`src/rtl/debounce_pkg.sv`:
```
// Shared types for the edge debouncer: event-select mode encoding and its decode helper.
package debounce_pkg;

  typedef enum logic [1:0] {
    MODE_NONE = 2'b00,
    MODE_RISE = 2'b01,
    MODE_FALL = 2'b10,
    MODE_BOTH = 2'b11
  } mode_t;

  // Bit 0 of the mode enables rising events, bit 1 enables falling events.
  function automatic logic event_en(input mode_t mode, input logic rising);
    logic [1:0] m;
    m = mode;
    return rising ? m[0] : m[1];
  endfunction

endpackage

```
`src/rtl/debounce_channel.sv`:
```
// One debounced channel: level accepted after STABLE_CYCLES steady edges; 1-cycle qualified event pulse.
// Optional two-flop input synchroniser under EDGE_DEBOUNCER_SYNC_EN (adds 2 cycles); no backpressure.
module debounce_channel
  import debounce_pkg::*;
#(
  parameter int STABLE_CYCLES = 4
) (
  input  logic  clock,
  input  logic  reset,
  input  logic  raw,
  input  mode_t mode,
  output logic  level,
  output logic  pulse,
  output logic  pulse_nxt
);

  localparam int CW = $clog2(STABLE_CYCLES + 1);
  localparam logic [CW-1:0] LAST = CW'(STABLE_CYCLES - 1);

  logic          s;
  logic [CW-1:0] cnt;
  logic          accept;

`ifdef EDGE_DEBOUNCER_SYNC_EN
  logic sync_q1;
  logic sync_q2;

  always_ff @(posedge clock) begin
    if (reset) begin
      sync_q1 <= 1'b0;
      sync_q2 <= 1'b0;
    end else begin
      sync_q1 <= raw;
      sync_q2 <= sync_q1;
    end
  end

  assign s = sync_q2;
`else
  assign s = raw;
`endif

  assign accept    = (s != level) && (cnt == LAST);
  assign pulse_nxt = accept && event_en(mode, s);

  always_ff @(posedge clock) begin
    if (reset) begin
      level <= 1'b0;
      cnt   <= '0;
      pulse <= 1'b0;
    end else begin
      pulse <= pulse_nxt;
      if (s == level) begin
        cnt <= '0;
      end else if (accept) begin
        level <= s;
        cnt   <= '0;
      end else begin
        cnt <= cnt + 1'b1;
      end
    end
  end

endmodule

```
`src/rtl/edge_debouncer.sv`:
```
// WIDTH independent debounced channels with mode-qualified event pulses and a registered any_event.
// Latency STABLE_CYCLES edges (+2 with EDGE_DEBOUNCER_SYNC_EN defined); no backpressure.
module edge_debouncer
  import debounce_pkg::*;
#(
  parameter int WIDTH         = 4,
  parameter int STABLE_CYCLES = 4
) (
  input  logic             clock,
  input  logic             reset,
  input  logic [WIDTH-1:0] in,
  input  logic [1:0]       mode,
  output logic [WIDTH-1:0] level,
  output logic [WIDTH-1:0] out,
  output logic             any_event
);

  logic [WIDTH-1:0] out_nxt;

  for (genvar i = 0; i < WIDTH; i++) begin : g_ch
    debounce_channel #(
      .STABLE_CYCLES(STABLE_CYCLES)
    ) u_ch (
      .clock    (clock),
      .reset    (reset),
      .raw      (in[i]),
      .mode     (mode_t'(mode)),
      .level    (level[i]),
      .pulse    (out[i]),
      .pulse_nxt(out_nxt[i])
    );
  end

  // Registered from the channels' next-pulse terms so it lines up with out.
  always_ff @(posedge clock) begin
    if (reset) any_event <= 1'b0;
    else       any_event <= |out_nxt;
  end

endmodule
```
`config.mk`:
```
export PLATFORM = sky130hd
export DESIGN_NAME = edge_debouncer
export DESIGN_NICKNAME = d
export VERILOG_FILES = /design/src/rtl/debounce_pkg.sv /design/src/rtl/debounce_channel.sv /design/src/rtl/edge_debouncer.sv
export SDC_FILE = /design/constraint.sdc
export NUM_CORES = 1
export LEC_CHECK = 0
export BUFFER_PORTS_ARGS = -buffer_cell sky130_fd_sc_hd__buf_2
export CAP_MARGIN = 40
export CORE_MARGIN = 2
export CORE_UTILIZATION = 31
export CTS_CLUSTER_DIAMETER = 80
export DETAILED_ROUTE_END_ITERATION = 10
export PLACE_DENSITY = 0.48
export SYNTH_ARGS = -nofsm -noshare
export SYNTH_HDL_FRONTEND = slang
export SYNTH_SLANG_ARGS = --single-unit
```
`constraint.sdc`:
```
create_clock -name clock -period 4.3 [get_ports clock]
set_clock_uncertainty 0.2 [all_clocks]
set_input_delay 0.215 -clock clock [delete_from_list [all_inputs] [get_ports clock]]
set_output_delay 0.215 -clock clock [all_outputs]
set_load 0.01 [all_outputs]
```
# After elaboration in Yosys (flattened, before gate mapping)
# Cells that the tools add are included.
[classes] bitwise=4 mux=4 n_addsub=4 reduce_logical=17 eq_ne=12
[ops] op="$add 3x1->3 const B" n=4
[ops] op="$eq 3x2->1 const B" n=4
[ops] op="$reduce_or 3->1" n=4
[ops] op="$logic_and 1x1->1" n=8
[ops] op="$reduce_and 2->1" n=4
[ops] op="$eq 1x1->1" n=4
[ops] op="$mux 1" n=4
[ops] op="$ne 1x1->1" n=4
[ops] op="$not 1->1" n=4
[ops] op="$reduce_or 4->1" n=1
[totals] output_inout_bits=9 elab_cells=54 input_bits=8 regBits=21

# Longest topological paths before layout
# Gate-level depths: netlist (run 1).
[depth] ltp_word=4 ltp_mapped=4 mapped_depth_nobuf=4

# Hierarchy
# Synthesis (run 1) repeated with hierarchy kept, for this count alone.
[unflattened] cells_unflattened=75 area_unflattened_um2=850.8
[by_module_without_submodules] mod="debounce_channel" cells_per_inst=18 area_per_inst_um2=205.2 seq_area_each_um2=100.1 instances=4
[by_module_without_submodules] mod="edge_debouncer" cells_per_inst=3 area_per_inst_um2=30.0 seq_area_each_um2=20.0 instances=1

# Least setup slack after synthesis (run 1)
# Ideal clock, no wire load.
[synth_timing] kind="register to register" from="register g_ch[0].u_ch.cnt[0]" to="register g_ch[0].u_ch.cnt[0]" n_path_buf=0 path_stages_with_launch=5 period_less_slack_ns=1.433 arrival_time_ns=1.170 slack_ns=2.867 cell_sequence="dfxtp_1 -> ha_1 -> ha_1 -> or3_4 -> nor2_2"
[synth_via] elab_chain_len=3 elab_cells_between_ends=4
[synth_rtl] element="from (decl)" line_no="debounce_channel.sv:21" text="logic [CW-1:0] cnt;"
[synth_rtl] element="from (signal assigned)" line_no="debounce_channel.sv:59" text="cnt <= cnt + 1'b1;"
[synth_rtl] element="$eq 3x2->1" line_no="debounce_channel.sv:43" text="assign accept = (s != level) && (cnt == LAST);"
[synth_rtl] element="$logic_and 1x1->1" line_no="debounce_channel.sv:43"
[synth_rtl] element="$reduce_or 3->1 (no source line)"
# Several ways; a longest one is shown, not always the timed one.
# A chain may end at the register's enable or synchronous reset.

# Worst setup path after layout (run 1)
[layout_timing] from="input in[1]" to="register any_event"
[layout_via] elab_chain_len=4 elab_cells_between_ends=5
[layout_rtl] element="from (decl)" line_no="edge_debouncer.sv:11" text="input logic [WIDTH-1:0] in,"
[layout_rtl] element="$ne 1x1->1" line_no="debounce_channel.sv:43"
[layout_rtl] element="$logic_and 1x1->1" line_no="debounce_channel.sv:43"
[layout_rtl] element="$logic_and 1x1->1 *" line_no="debounce_channel.sv:44" text="assign pulse_nxt = accept && event_en(mode, s);"
[layout_rtl] element="$reduce_or 4->1 *" line_no="edge_debouncer.sv:37" text="else any_event <= |out_nxt;"
[layout_rtl] element="to (signal assigned)" line_no="edge_debouncer.sv:37"
[layout_rtl] element="to (decl)" line_no="edge_debouncer.sv:15" text="output logic any_event"
# Every way passes the cells marked *; elsewhere a longest branch is shown, timed or not.

==> results of run 1 <==
==> layout make-up <==
| cell class | instances | area, sq um |
|---|---|---|
| clock buffer | 3 | 22.5 |
| clock inverter | 1 | 5.00 |
| fill | 330 | 1940 |
| inverter | 8 | 30.0 |
| multi-input combinational | 53 | 434 |
| sequential | 21 | 420 |
| tap | 33 | 41.3 |
| timing repair buffer | 19 | 110 |
==> critical path, cell delays in order <==
cell and delay, ns:
sky130_fd_sc_hd__dlygate4sd3_1 0.53, sky130_fd_sc_hd__buf_2 0.14, sky130_fd_sc_hd__and3b_2 0.19, sky130_fd_sc_hd__o21ai_0 0.30, sky130_fd_sc_hd__a41oi_1 0.16
==> kinds of logic (layout without fill, tap and decap cells) <==
family                     after synthesis  after routing  synth area share [%]
and+or+nand+nor                         32             32                  24.1
DFF                                     21             21                  44.0
buffers and inverters                   17             31                  10.6
adders and majority gates                8              8                  10.5
AOI/OAI and AO/OA                        5              5                  3.01
xor gates and xnor gates                 4              4                  3.66
muxes                                    4              4                  4.19
==> registers in the layout, summed over array words and instances (netlist names) <==
register,cells
g_ch.u_ch.cnt,12
g_ch.u_ch.level,4
g_ch.u_ch.pulse,4
any_event,1
==> through the flow <==
step                util, %  instance area [sq um]  worst slack, ns  cells
global placement       33.5                   1010             2.81    131
CTS                    35.4                   1060             2.74    138
finish                 35.4                   1060             2.75    138
global route           35.4                   1060             2.67    138
detailed placement     33.5                   1010             2.79    131
floorplan                 -                    956             2.87     91
==> layout by cell type, fill, tap and decap left out, types with 3 or more instances in the layout <==
cell type,instances
sky130_fd_sc_hd__xnor2_1,4
sky130_fd_sc_hd__or3_4,4
sky130_fd_sc_hd__and3b_2,8
sky130_fd_sc_hd__ha_1,8
sky130_fd_sc_hd__nor2_1,8
sky130_fd_sc_hd__nor2_2,12
sky130_fd_sc_hd__mux2i_1,4
sky130_fd_sc_hd__dfxtp_1,21
sky130_fd_sc_hd__clkbuf_4,3
sky130_fd_sc_hd__dlygate4sd3_1,3
sky130_fd_sc_hd__inv_1,8
sky130_fd_sc_hd__o21ai_0,4
sky130_fd_sc_hd__buf_2,16
==> repair_timing <==
| action | 4_1_cts | 5_1_grt |
|---|---|---|
| gates resized for setup | 0 | 0 |
| endpoints found under the hold margin | 3 | 0 |
| hold buffers | 3 | 0 |
==> worst min-delay path by stage <==
stage,endpoint,startpoint,depth (start not counted),slack (ns)
after floorplan,g_ch[3].u_ch.level$_SDFFE_PP0P_,in[3],2,0.16
after global placement,g_ch[3].u_ch.cnt[0]$_SDFF_PP0_,g_ch[3].u_ch.cnt[0]$_SDFF_PP0_,1,0.22
after detailed placement,g_ch[2].u_ch.cnt[0]$_SDFF_PP0_,g_ch[2].u_ch.cnt[0]$_SDFF_PP0_,1,0.22
after CTS,g_ch[0].u_ch.level$_SDFFE_PP0P_,in[0],3,0.006
after global routing,g_ch[1].u_ch.pulse$_SDFF_PP0_,reset,2,0.03
final,g_ch[0].u_ch.level$_SDFFE_PP0P_,in[0],3,0.01
==> per-layer routing <==
metal / share of wire (%) / vias up / routed length [um]
li1: - / 314 / -
met1: 47 / 268 / 664
met2: 48 / 11 / 679
met3: 5.8 / 0 / 83
met4: 0 / 0 / 0
met5: 0 / - / 0
==> where the power goes <==
part / internal [mW] / switching, mW / total, mW
clock network: 0.0346 / 0.0585 / 0.0932
logic: 0.0145 / 0.0137 / 0.0282
registers: 0.199 / 0.00256 / 0.202
total: 0.248 / 0.0748 / 0.323
==> flow_results.org, run 1 <==
** Routing
- The final route contains 593 vias.
- For this block, the initial DRC count from the detailed router was 8.
- Remaining antenna violation count :: 0
- In the routed design, unresolved DRC markers number 0.
- Number of optimization iterations in the first detailed-route pass :: 3
- Mean number of vias per cell :: about 4.3
- The routed design has 1430 um of wire.
- In the final routed layout, each cell accounts on average for 10.3 um.

** Finish
- 0 antenna diodes ended up in the layout.
- Fraction of layout instances using a drive strength above 1 :: 41.9%
- In the final design database the tool counted around 120 nets.
- Area overhead of the layout relative to synthesis :: 11.3%

** Yosys
- In this run the biggest area consumer among cell types represents 44.0% of the synthesized area.
- Library cell with the largest summed area after synthesis :: sky130_fd_sc_hd__dfxtp_1
- Ranking of synthesized cells by area :: sky130_fd_sc_hd__dfxtp_1 (44%), sky130_fd_sc_hd__ha_1 (10%), sky130_fd_sc_hd__and3b_2 (8.4%)
- In the synthesized netlist the dominant register cell turns out to be sky130_fd_sc_hd__dfxtp_1.
- Async set-reset flop share out of synthesis :: 0%
- Most used standard cell by instance count after synthesis :: sky130_fd_sc_hd__dfxtp_1
- Post-synthesis cell area :: 956 sq um
- Yosys mapped the design onto 13 distinct sky130hd cell types.
- The cell count after synthesis came out at 91.
- Mean cell area of the mapped netlist :: 10.5 sq um
- Sequential element share of the synthesized area :: 44.0%
- Post-synthesis net count :: ~110
- Flip-flop and latch count after synthesis :: 21
- Most instantiated cells after synthesis :: sky130_fd_sc_hd__dfxtp_1 (21), sky130_fd_sc_hd__nor2_2 (12)
- The synthesized design contains 0 enable-type register cells.
- The Yosys step of the flow raised 0 warnings.

** Setup path
- STA classifies the critical path endpoint as a flop.
- The worst register-to-register path has a depth of 4.
- Classification of the worst setup path :: input pin to flop
- CP Data Required Time :: approximately 4.3 ns
- Critical path startpoint :: in[1]
- The critical path ends at any_event$_SDFF_PP0_.
- Worst Setup Start Kind :: input pin
- The worst register-to-register path begins at g_ch[1].u_ch.cnt[0]$_SDFF_PP0_.
- In this run the worst path has a maximum fanout of 4.
- Register-to-register path setup slack :: 2.77 ns
- Data arrives at the worst endpoint at about 1.5 ns.
- In this run the critical register-to-register path is captured at g_ch[1].u_ch.cnt[2]$_SDFF_PP0_.

** Global route
- Tot GR Track Use :: 9.50%
- The global routing stage identified its most utilized layer as met2.
- Global-route wire length before repair :: between 2000 and 2500 um
- Entering global routing, the biggest net connects 14 pins.
- Remaining Overflow, GRT :: 0
- In the global route stage, met3 resource usage came out at 5.46%.
- Vias in the first global route :: 537
- Initial antenna violation count :: 0
- For met2 alone, demand over resource in global routing was 15.2%.
- Global routing used 10.7% of the available met1 tracks.

** Clock network
- TritonCTS built the clock tree.
- The clock passes through at most 2 buffers.
- Clock latency on the worst-skew pair, taken at its later pin, is about 0.30 ns.
- Cts bufs inserted :: 3
- Sink Count :: 21
- Post-CTS setup repair buffer count :: 0
- The tree is rooted in a sky130_fd_sc_hd__clkbuf_4.
- After clock tree synthesis, the clock-pin slew on the worst setup and hold paths is between 0.1 and 0.15 ns.
- In this run the number of H-tree levels came out at 1.

** Placed design
- Total of buffers placed on input and output ports :: 16
- The wire-length estimate of the detail-placed layout is 1130 um.
- Last weighted congestion value of the routability-driven placer :: approximately 0.66

** Timing
- Setup repair after global routing missed its margin :: false
- Hold is met by 0.0114 ns.
- Of the available clock period, the critical path in the final layout requires 36.0%.
- Fmax :: 645 MHz
- Final setup violating endpoints :: 0
- The number of pins with negative max-slew slack in the final report came to 0.
- At the pin with the least slew margin, the transition time is around 0.33 ns.
- The number of endpoints with negative hold slack in the final report came to 0.
- For the finished layout, the period the worst path requires is approximately 1.5 ns.
- Final sum of negative setup slack :: 0 ns
- Relative max-transition margin :: between 70% and 80%

** Run
- Across the run, the number of max-cap violations was 0.

** Pwr
- For this design the ratio of total power to cell area is approximately 300 nW/um^2.
- Lkg Pwr :: 0.467 nW
- Power comes to 323 uW.
- VDD IR-drop max :: about 0.00017 V

** Floorplanning
- Die extent in x :: 59.5 um
- The core region is 3000 sq um.
- The floorplan step defined a die boundary enclosing 3540 sq um.
- For this design the top-level I/O count stands at 17.
- The die is 59.5 um tall.
- Effective utilization at floorplan :: 31.8%
- Number of rows in the core area :: 20

** Min path
- The tightest min-delay check is of the input pin to flop type.

** Outcome
- The run finished with clean final reports.
Note: power is estimated with default switching activity, not from simulation.
==> run 2: changes to the inputs <==
==> constraint.sdc (replaced) <==
create_clock -name clock -period 1.5 [get_ports clock]
set_clock_uncertainty 0.2 [all_clocks]
set_input_delay 0.075 -clock clock [delete_from_list [all_inputs] [get_ports clock]]
set_output_delay 0.075 -clock clock [all_outputs]
set_load 0.01 [all_outputs]
==> run 2 against run 1 <==
Register-to-register slack worse by 2.7 ns. Sequential share of layout area is 1.8 points lower. Sequential cell count stayed put. Clock power grew to 2.9 times the previous value. Non-clock buffer count is 6 higher. Die area stayed put. Wire length is 4.2% higher. Worst hold slack better by 0.024 ns. Sequential power grew to 2.9 times the previous value. Final area is 5.9% higher. Count of clock-buffer cells in the layout is 1 higher. Core utilization is 2.1 points higher. Largest cell class unchanged.
==> flow_results.org, run 2 (synthesized netlist as in run 1, its figures left out) <==
** Routing
- The violation count after the first detailed-routing iteration came to 4 (was 8).
- Wirelength per Cell :: 10.3 um (about the same)
- The total routed wirelength was 1490 um (was 1430 um).
- Mean number of vias per cell :: 4.24 (was 4.30)
- Number of optimization iterations in the first detailed-route pass :: 2 (was 3)
- The DRC violation count after routing is 0 (unchanged).
- The number of vias in the routed layout is 610 (was 593).
- The post-detailed-route count of antenna-violating nets came to 0 (unchanged).

** Timing
- Subtracting the final worst setup slack from the clock period gives around 1.5 ns.
- Final worst setup slack :: 0.0359 ns (was 2.75 ns)
- The tightest hold margin came to 0.0352 ns (was 0.0114 ns).
- The final setup violation count is 0 (unchanged).
- Fmax :: 683 MHz
- Final hold violation count :: 0 (unchanged)
- Slew Viols, Final :: 0 (unchanged)
- Slew of the pin with the lowest slew margin :: 0.238 ns (was 0.326 ns)
- Relative max-transition margin :: 83.9% (was 78.1%)
- Dividing the final minimum period by the clock period gives a little over nine tenths.
- The setup TNS after final layout came to 0 ns (unchanged).

** Setup path
- Worst reg2reg path startpoint :: g_ch[3].u_ch.cnt[0]$_SDFF_PP0_ (was g_ch[1].u_ch.cnt[0]$_SDFF_PP0_)
- Worst path top cell family by delay :: simple AND/OR/NAND/NOR gates (was buffers and inverters)
- The capture instance of the worst register-to-register path was g_ch[3].u_ch.cnt[0]$_SDFF_PP0_ (was g_ch[1].u_ch.cnt[2]$_SDFF_PP0_).
- Register-to-register path setup slack :: 0.04 ns (was 2.77 ns)
- The required time at the worst-slack endpoint is 1.55 ns (was 4.28 ns).
- Cell breakdown of the critical path :: ha_1, ha_2, or3_4, nor2_2 (was dlygate4sd3_1, buf_2, and3b_2, o21ai_0, a41oi_1)
- CP arrival :: 1.51 ns (was 1.53 ns)
- The number of buffer and inverter instances along the worst setup path came to 0 (was 2).
- Critical path's largest stage delay :: 0.39 ns (was 0.53 ns)
- The endpoint kind of the worst setup timing path is a flop (unchanged).
- Slowest stage cell, crit path :: sky130_fd_sc_hd__or3_4 (was sky130_fd_sc_hd__dlygate4sd3_1)
- Largest fanout on the critical path :: 3 (was 4)
- Worst Setup Start Kind :: flop (was input pin)
- The critical setup path kind is flop to flop (was input pin to flop).
- The depth of the worst register-to-register path came to 4 (unchanged).

** Global route
- The aggregate global routing overflow is 0 (unchanged).
- Vias in the first global route :: 578 (was 537)
- Initial antenna violation count :: 0 (unchanged)
- The first-pass GRT wire length was 2450 um (was 2340 um).
- The largest net degree at the start of global routing was 14 (unchanged).
- Tot GR Track Use :: 9.60% (was 9.50%)

** Clock network
- Sink Count :: 21 (unchanged)
- The clock input transition at the sequential cells of the worst setup and hold paths was 0.12 ns (about the same).
- The H-tree depth came to 1 (unchanged).
- The clock tree from TritonCTS is built (unchanged).
- Latest clock arrival within the worst-skew pair :: 0.30 ns (about the same)
- Worst-case clock buffer depth :: 2 (unchanged)
- Cts bufs inserted :: 3 (unchanged)
- Master cell of the clock root buffer :: sky130_fd_sc_hd__clkbuf_4 (unchanged)

** Floorplanning
- The count of standard-cell rows came to 20 (unchanged).
- The standard cell core area came to 3000 sq um (unchanged).
- Die area :: 3540 sq um (unchanged)
- Die extent in x :: 59.5 um (unchanged)
- Effective utilization at floorplan :: 31.8% (unchanged)
- Die Height :: 59.5 um (unchanged)
- The number of ports placed on the die boundary came to 17 (unchanged).

** Finish
- The most common library cell in the layout ignoring fill and taps is sky130_fd_sc_hd__dfxtp_1 (unchanged).
- Regs by FF count :: g_ch.u_ch.cnt (12), g_ch.u_ch.level (4), g_ch.u_ch.pulse (4) (unchanged)
- Commonest cells after routing, fill and taps aside :: sky130_fd_sc_hd__dfxtp_1 (17), sky130_fd_sc_hd__buf_2 (16), sky130_fd_sc_hd__nor2_2 (12) (was sky130_fd_sc_hd__dfxtp_1 (21), sky130_fd_sc_hd__buf_2 (16), sky130_fd_sc_hd__nor2_2 (12))
- Multi-input gate area :: 443 sq um (was 434 sq um)
- The fraction of final layout cells sized beyond drive strength 1 was 48.6% (was 41.9%).
- Register bank with the most flops :: g_ch.u_ch.cnt (unchanged)
- The total of fill cells in the finished design came to 306 (was 330).
- The diode insertion count for antenna repair was 0 (unchanged).
- Number of flip-flops under the largest register name :: 12 (unchanged)
- Area occupied by registers :: 425 sq um (was 420 sq um)
- Area overhead of the layout relative to synthesis :: 17.8% (was 11.3%)
- Nets :: 128 (was 122)

** Placed design
- The placed wire-length estimate after detailed placement came to 1110 um (was 1130 um).
- The count of input and output buffers was 16 (unchanged).
- The global placer's final weighted congestion is 0.703 (was 0.664).
- The worst setup slack before clock tree synthesis is -0.00796 ns (was 2.79 ns).

** Pwr
- VDD IR-drop max :: 0.000443 V (was 0.000172 V)
- The leakage power summed over all cells came to 0.492 nW (was 0.467 nW).
- The power after layout is 940 uW (was 323 uW).
- The power density over cell area came to 835 nW/um^2 (was 304 nW/um^2).

** Min path
- The worst hold path startpoint is mode[1] (was in[0]).
- The worst hold endpoint was g_ch[2].u_ch.pulse$_SDFF_PP0_ (was g_ch[0].u_ch.level$_SDFFE_PP0P_).
- Worst Hold Depth :: 4 (was 3)
- The worst hold-check path type was input pin to flop (unchanged).

** Outcome
- Result of the run: complete, no violations (unchanged).

** Run
- The total of max-cap violations is 0 (unchanged).
## run 2: changes by cell type in the layout (fill, tap and decap cells not counted), moves of 2 or more
cell | before | now
sky130_fd_sc_hd__ha_2 | 0 | 2
sky130_fd_sc_hd__dfxtp_2 | 0 | 4
sky130_fd_sc_hd__buf_4 | 0 | 4
sky130_fd_sc_hd__o21ai_0 | 4 | 2
sky130_fd_sc_hd__dlygate4sd3_1 | 3 | 5
sky130_fd_sc_hd__dfxtp_1 | 21 | 17
sky130_fd_sc_hd__ha_1 | 8 | 6
## run 2: where the power goes
group          switching (mW)  internal, mW
Clock                   0.168         0.103
Sequential            0.00686         0.572
Combinational          0.0418        0.0485
## run 2: worst max path at each step
stage | from | depth (start not counted) | end | slack, ns
2_1_floorplan | g_ch[0].u_ch.cnt[0]$_SDFF_PP0_ | 4 | g_ch[0].u_ch.cnt[0]$_SDFF_PP0_ | 0.07
3_3_place_gp | g_ch[0].u_ch.cnt[0]$_SDFF_PP0_ | 4 | g_ch[0].u_ch.cnt[0]$_SDFF_PP0_ | 0.01
3_5_place_dp | g_ch[0].u_ch.cnt[0]$_SDFF_PP0_ | 4 | g_ch[0].u_ch.cnt[0]$_SDFF_PP0_ | -0.008
4_1_cts | g_ch[3].u_ch.cnt[0]$_SDFF_PP0_ | 4 | g_ch[3].u_ch.cnt[0]$_SDFF_PP0_ | 0.002
5_1_grt | g_ch[3].u_ch.cnt[0]$_SDFF_PP0_ | 4 | g_ch[3].u_ch.cnt[0]$_SDFF_PP0_ | -0.007
6_report | g_ch[3].u_ch.cnt[0]$_SDFF_PP0_ | 4 | g_ch[3].u_ch.cnt[0]$_SDFF_PP0_ | 0.04
## run 2: tightest hold or removal path, stage by stage
cell and delay (ns):
sky130_fd_sc_hd__buf_2 0.11, sky130_fd_sc_hd__and3b_2 0.18, sky130_fd_sc_hd__o21ai_2 0.06, sky130_fd_sc_hd__nor2_1 0.07
## run 2: metal layers
metal / part of all wire, % / track usage (%) / vias to the layer above
met5: 0 / 0 / -
met4: 1.3 / 6.67 / 0
met3: 4.2 / 2.84 / 2
met2: 48 / 15.1 / 8
met1: 47 / 11.1 / 268
li1: - / - / 332
## run 2: layout make-up
cell class                      instances  area share [%]
Timing Repair Buffer                   25            14.2
Clock buffer                            4            2.33
Sequential cell                        21            37.8
Tap cell                               33            3.67
Multi-Input combinational cell         53            39.3
Inverter                                8            2.67
## run 2: through the flow
stage | std cells | util, % | cell area (sq um)
final | 144 | 37.5 | 1130
after global routing | 144 | 37.5 | 1130
after CTS | 143 | 36.9 | 1110
after detailed placement | 134 | 34.3 | 1030
after global placement | 134 | 34.3 | 1030
after floorplan | 91 | - | 956
## run 2: what timing repair did
item	in CTS	in global routing
hold buffers	5	0
setup buffers	0	1
gates resized for setup	1	8
endpoints found under the hold margin	15	0
pin swaps	0	4
cloned	0	0
setup endpoints to repair	3	13
==> run 3: changes to the inputs <==
--- a/config.mk
+++ b/config.mk
@@ -12,6 +12,7 @@
 export CTS_CLUSTER_DIAMETER = 80
 export DETAILED_ROUTE_END_ITERATION = 10
 export PLACE_DENSITY = 0.48
+export REMOVE_ABC_BUFFERS = 1
 export SYNTH_ARGS = -nofsm -noshare
 export SYNTH_HDL_FRONTEND = slang
 export SYNTH_SLANG_ARGS = --single-unit
==> run 3 against run 2 <==
Die area is the same. First-iteration DRC count rose by 130%. Via count decreased by 0.49%. Critical path depth unchanged. Critical endpoint is now g_ch[2].u_ch.cnt[0]$_SDFF_PP0_. Largest cell class unchanged.
==> flow_results.org, run 3 (synthesized netlist as in run 1, its figures left out) <==
** Timing
- The number of pins with negative max-slew slack in the final report came to 0 (unchanged).
- The worst max-slew margin expressed relative to the limit came to 84.1% (was 83.9%).
- The number of endpoints with negative hold slack in the final report came to 0 (unchanged).
- The period utilization was 95.2% (was 97.6%).
- The maximum clock frequency is 700 MHz (was 683 MHz).
- Final setup violating endpoints :: 0 (unchanged)
- The setup TNS after final layout came to 0 ns (unchanged).
- Setup repair after global routing missed its margin :: false
- Slew of the pin with the lowest slew margin :: 0.235 ns (was 0.238 ns)
- The post-route minimum period came to 1.43 ns (was 1.46 ns).

** Finish
- The number of nets at the end of the flow was 129 (was 128).
- The most common library cell in the layout ignoring fill and taps is sky130_fd_sc_hd__dfxtp_1 (unchanged).
- Register bank with the most flops :: g_ch.u_ch.cnt (unchanged)
- N_diodes :: 0 (unchanged)
- Final standard cell utilization of the core :: 37.6% (was 37.5%)
- The fraction of final layout cells sized beyond drive strength 1 was 48.2% (was 48.6%).
- Regs by FF count: g_ch.u_ch.cnt (12), g_ch.u_ch.level (4), g_ch.u_ch.pulse (4) (unchanged).
- Commonest cells after routing, fill and taps aside: sky130_fd_sc_hd__dfxtp_1 (17), sky130_fd_sc_hd__buf_2 (16), sky130_fd_sc_hd__nor2_2 (12) (unchanged).
- The relative area change from synthesis to final layout came to 18.1% (was 17.8%).
- The number of flip-flops under the largest register name was 12 (unchanged).

** Clock network
- Master cell of the clock root buffer :: sky130_fd_sc_hd__clkbuf_4 (unchanged)
- Worst-case clock buffer depth :: 2 (unchanged)
- CTS tree :: built (unchanged)
- Number of levels in the clock H-tree :: 1 (unchanged)
- The number of CTS-inserted buffers was 3 (unchanged).
- Sink Count :: 21 (unchanged)
- The clock input transition at the sequential cells of the worst setup and hold paths came to 0.11 ns (was 0.12 ns).
- Latest clock arrival within the worst-skew pair :: 0.30 ns (about the same)

** Pwr
- VDD IR-drop max :: 0.000508 V (was 0.000443 V)
- The leakage power summed over all cells is 0.500 nW (was 0.492 nW).
- Total Power :: 935 uW (was 940 uW)
- The power density over cell area was 828 nW/um^2 (was 835 nW/um^2).

** Outcome
- Result of the run :: complete, no violations (unchanged)

** Setup path
- Capturing point of the worst reg2reg path :: g_ch[2].u_ch.cnt[0]$_SDFF_PP0_ (was g_ch[3].u_ch.cnt[0]$_SDFF_PP0_)
- Worst reg2reg path startpoint :: g_ch[2].u_ch.cnt[0]$_SDFF_PP0_ (was g_ch[3].u_ch.cnt[0]$_SDFF_PP0_)
- CP arrival :: 1.47 ns (was 1.51 ns)
- Endpoint kind of the worst setup timing path :: flop (unchanged)
- Worst Setup Start Kind :: flop (unchanged)
- CP Data Required Time :: 1.54 ns (was 1.55 ns)
- Register-to-register path setup slack :: 0.07 ns (was 0.04 ns)
- Classification of the worst setup path :: flop to flop (unchanged)
- Largest fanout on the critical path :: 3 (unchanged)
- Number of cells on the worst reg-to-reg path :: 4 (unchanged)

** Run
- Max-Cap Viols :: 0 (unchanged)

** Global route
- Initial antenna violation count :: 0 (unchanged)
- The global-route total usage across every layer is 9.40% (was 9.60%).
- The aggregate global routing overflow was 0 (unchanged).
- The via count of the first global-routing pass was 568 (was 578).
- The first-pass GRT wire length came to 2440 um (was 2450 um).
- Largest net degree at the start of global routing :: 14 (unchanged)

** Floorplanning
- Area of the core region :: 3000 sq um (unchanged)
- Die extent in x :: 59.5 um (unchanged)
- Die area :: 3540 sq um (unchanged)
- Die Height :: 59.5 um (unchanged)
- The number of ports placed on the die boundary came to 17 (unchanged).
- The starting utilization of the core area is 31.8% (unchanged).
- The count of standard-cell rows is 20 (unchanged).

** Routing
- Remaining antenna violation count :: 0 (unchanged)
- Total wire length :: 1370 um (was 1490 um)
- The DRC violation count after routing came to 0 (unchanged).
- The violation count after the first detailed-routing iteration was 9 (was 4).
- Via count :: 607 (was 610)
- The wire length per cell after detailed routing is 9.43 um (was 10.3 um).
- Mean number of vias per cell :: 4.19 (was 4.24)
- The detailed-routing iteration count for the pre-antenna-repair pass is 2 (unchanged).

** Placed design
- The count of input and output buffers is 16 (unchanged).
- The placed wire-length estimate after detailed placement was 1070 um (was 1110 um).
- The global placer's final weighted congestion was 0.666 (was 0.703).

** Min path
- Worst Hold Depth :: 4 (unchanged)
- The worst hold endpoint is g_ch[2].u_ch.pulse$_SDFF_PP0_ (unchanged).
- Startpoint of the worst hold path :: mode[1] (unchanged)
- The worst hold-check path type is input pin to flop (unchanged).
## run 3: changes by cell type in the layout (fill, tap and decap cells not counted), sizes merged
cell | previous run | this run
buf | 20 | 21
clkbuf | 4 | 3
clkinv | 0 | 1
## run 3: worst max-delay path by stage
stage | slack (ns) | endpoint | cells after the start | startpoint
finish | 0.07 | g_ch[2].u_ch.cnt[0]$_SDFF_PP0_ | 4 | g_ch[2].u_ch.cnt[0]$_SDFF_PP0_
global route | 0.002 | any_event$_SDFF_PP0_ | 5 | g_ch[1].u_ch.cnt[0]$_SDFF_PP0_
CTS | 0.005 | g_ch[2].u_ch.cnt[0]$_SDFF_PP0_ | 4 | g_ch[2].u_ch.cnt[0]$_SDFF_PP0_
detailed placement | 0.02 | g_ch[3].u_ch.cnt[1]$_SDFF_PP0_ | 4 | g_ch[3].u_ch.cnt[0]$_SDFF_PP0_
global placement | 0.04 | g_ch[3].u_ch.cnt[0]$_SDFF_PP0_ | 4 | g_ch[3].u_ch.cnt[0]$_SDFF_PP0_
floorplan | 0.07 | g_ch[0].u_ch.cnt[0]$_SDFF_PP0_ | 4 | g_ch[0].u_ch.cnt[0]$_SDFF_PP0_
## run 3: what timing repair did
action / 4_1_cts / 5_1_grt
gates cloned: 0 / 0
pin swaps: 0 / 4
hold endpoints to repair: 18 / 0
hold buffers: 5 / 0
endpoints found under the setup margin: 3 / 13
buffers inserted: 0 / 2
gates resized for setup: 1 / 7
## run 3: final cells by class
| class | count | area, sq um |
|---|---|---|
| Clock inverter | 1 | 5.00 |
| Inverter | 8 | 30.0 |
| Fill cell | 314 | 1870 |
| Multi-Input combinational cell | 53 | 437 |
| Sequential cell | 21 | 425 |
| Timing Repair Buffer | 26 | 168 |
| Clock buffer | 3 | 22.5 |
| Tap cell | 33 | 41.3 |
## run 3: power by group
group / total, mW / internal, mW / switching [mW]
Sequential: 0.578 / 0.572 / 0.00651
Combinational: 0.0908 / 0.0501 / 0.0407
Clock: 0.266 / 0.0992 / 0.167
## run 3: critical path, cell delays in order, from the launching register on
cell                      delay [ns]
sky130_fd_sc_hd__dfxtp_2        0.34
sky130_fd_sc_hd__ha_1           0.19
sky130_fd_sc_hd__ha_1           0.20
sky130_fd_sc_hd__or3_4          0.36
sky130_fd_sc_hd__nor2_2         0.09
## run 3: routing by layer
layer | part of all wire, % | wire length, um | track usage, %
met1 | 50 | 679 | 11.7
met2 | 45 | 612 | 14.8
met3 | 4.1 | 56 | 3.93
met4 | 1.4 | 19 | 2.86
met5 | 0 | 0 | 0
## run 3: metrics by stage
stage / hold WS, ns / cells / worst slack [ns] / cell area, sq um
detailed placement: 0.173 / 134 / 0.0175 / 1030
floorplan: -0.0526 / 82 / 0.0674 / 885
global placement: 0.163 / 134 / 0.0370 / 1030
CTS: 0.0661 / 143 / 0.00548 / 1110
global route: 0.0740 / 145 / 0.00189 / 1130
finish: 0.0314 / 145 / 0.0720 / 1130
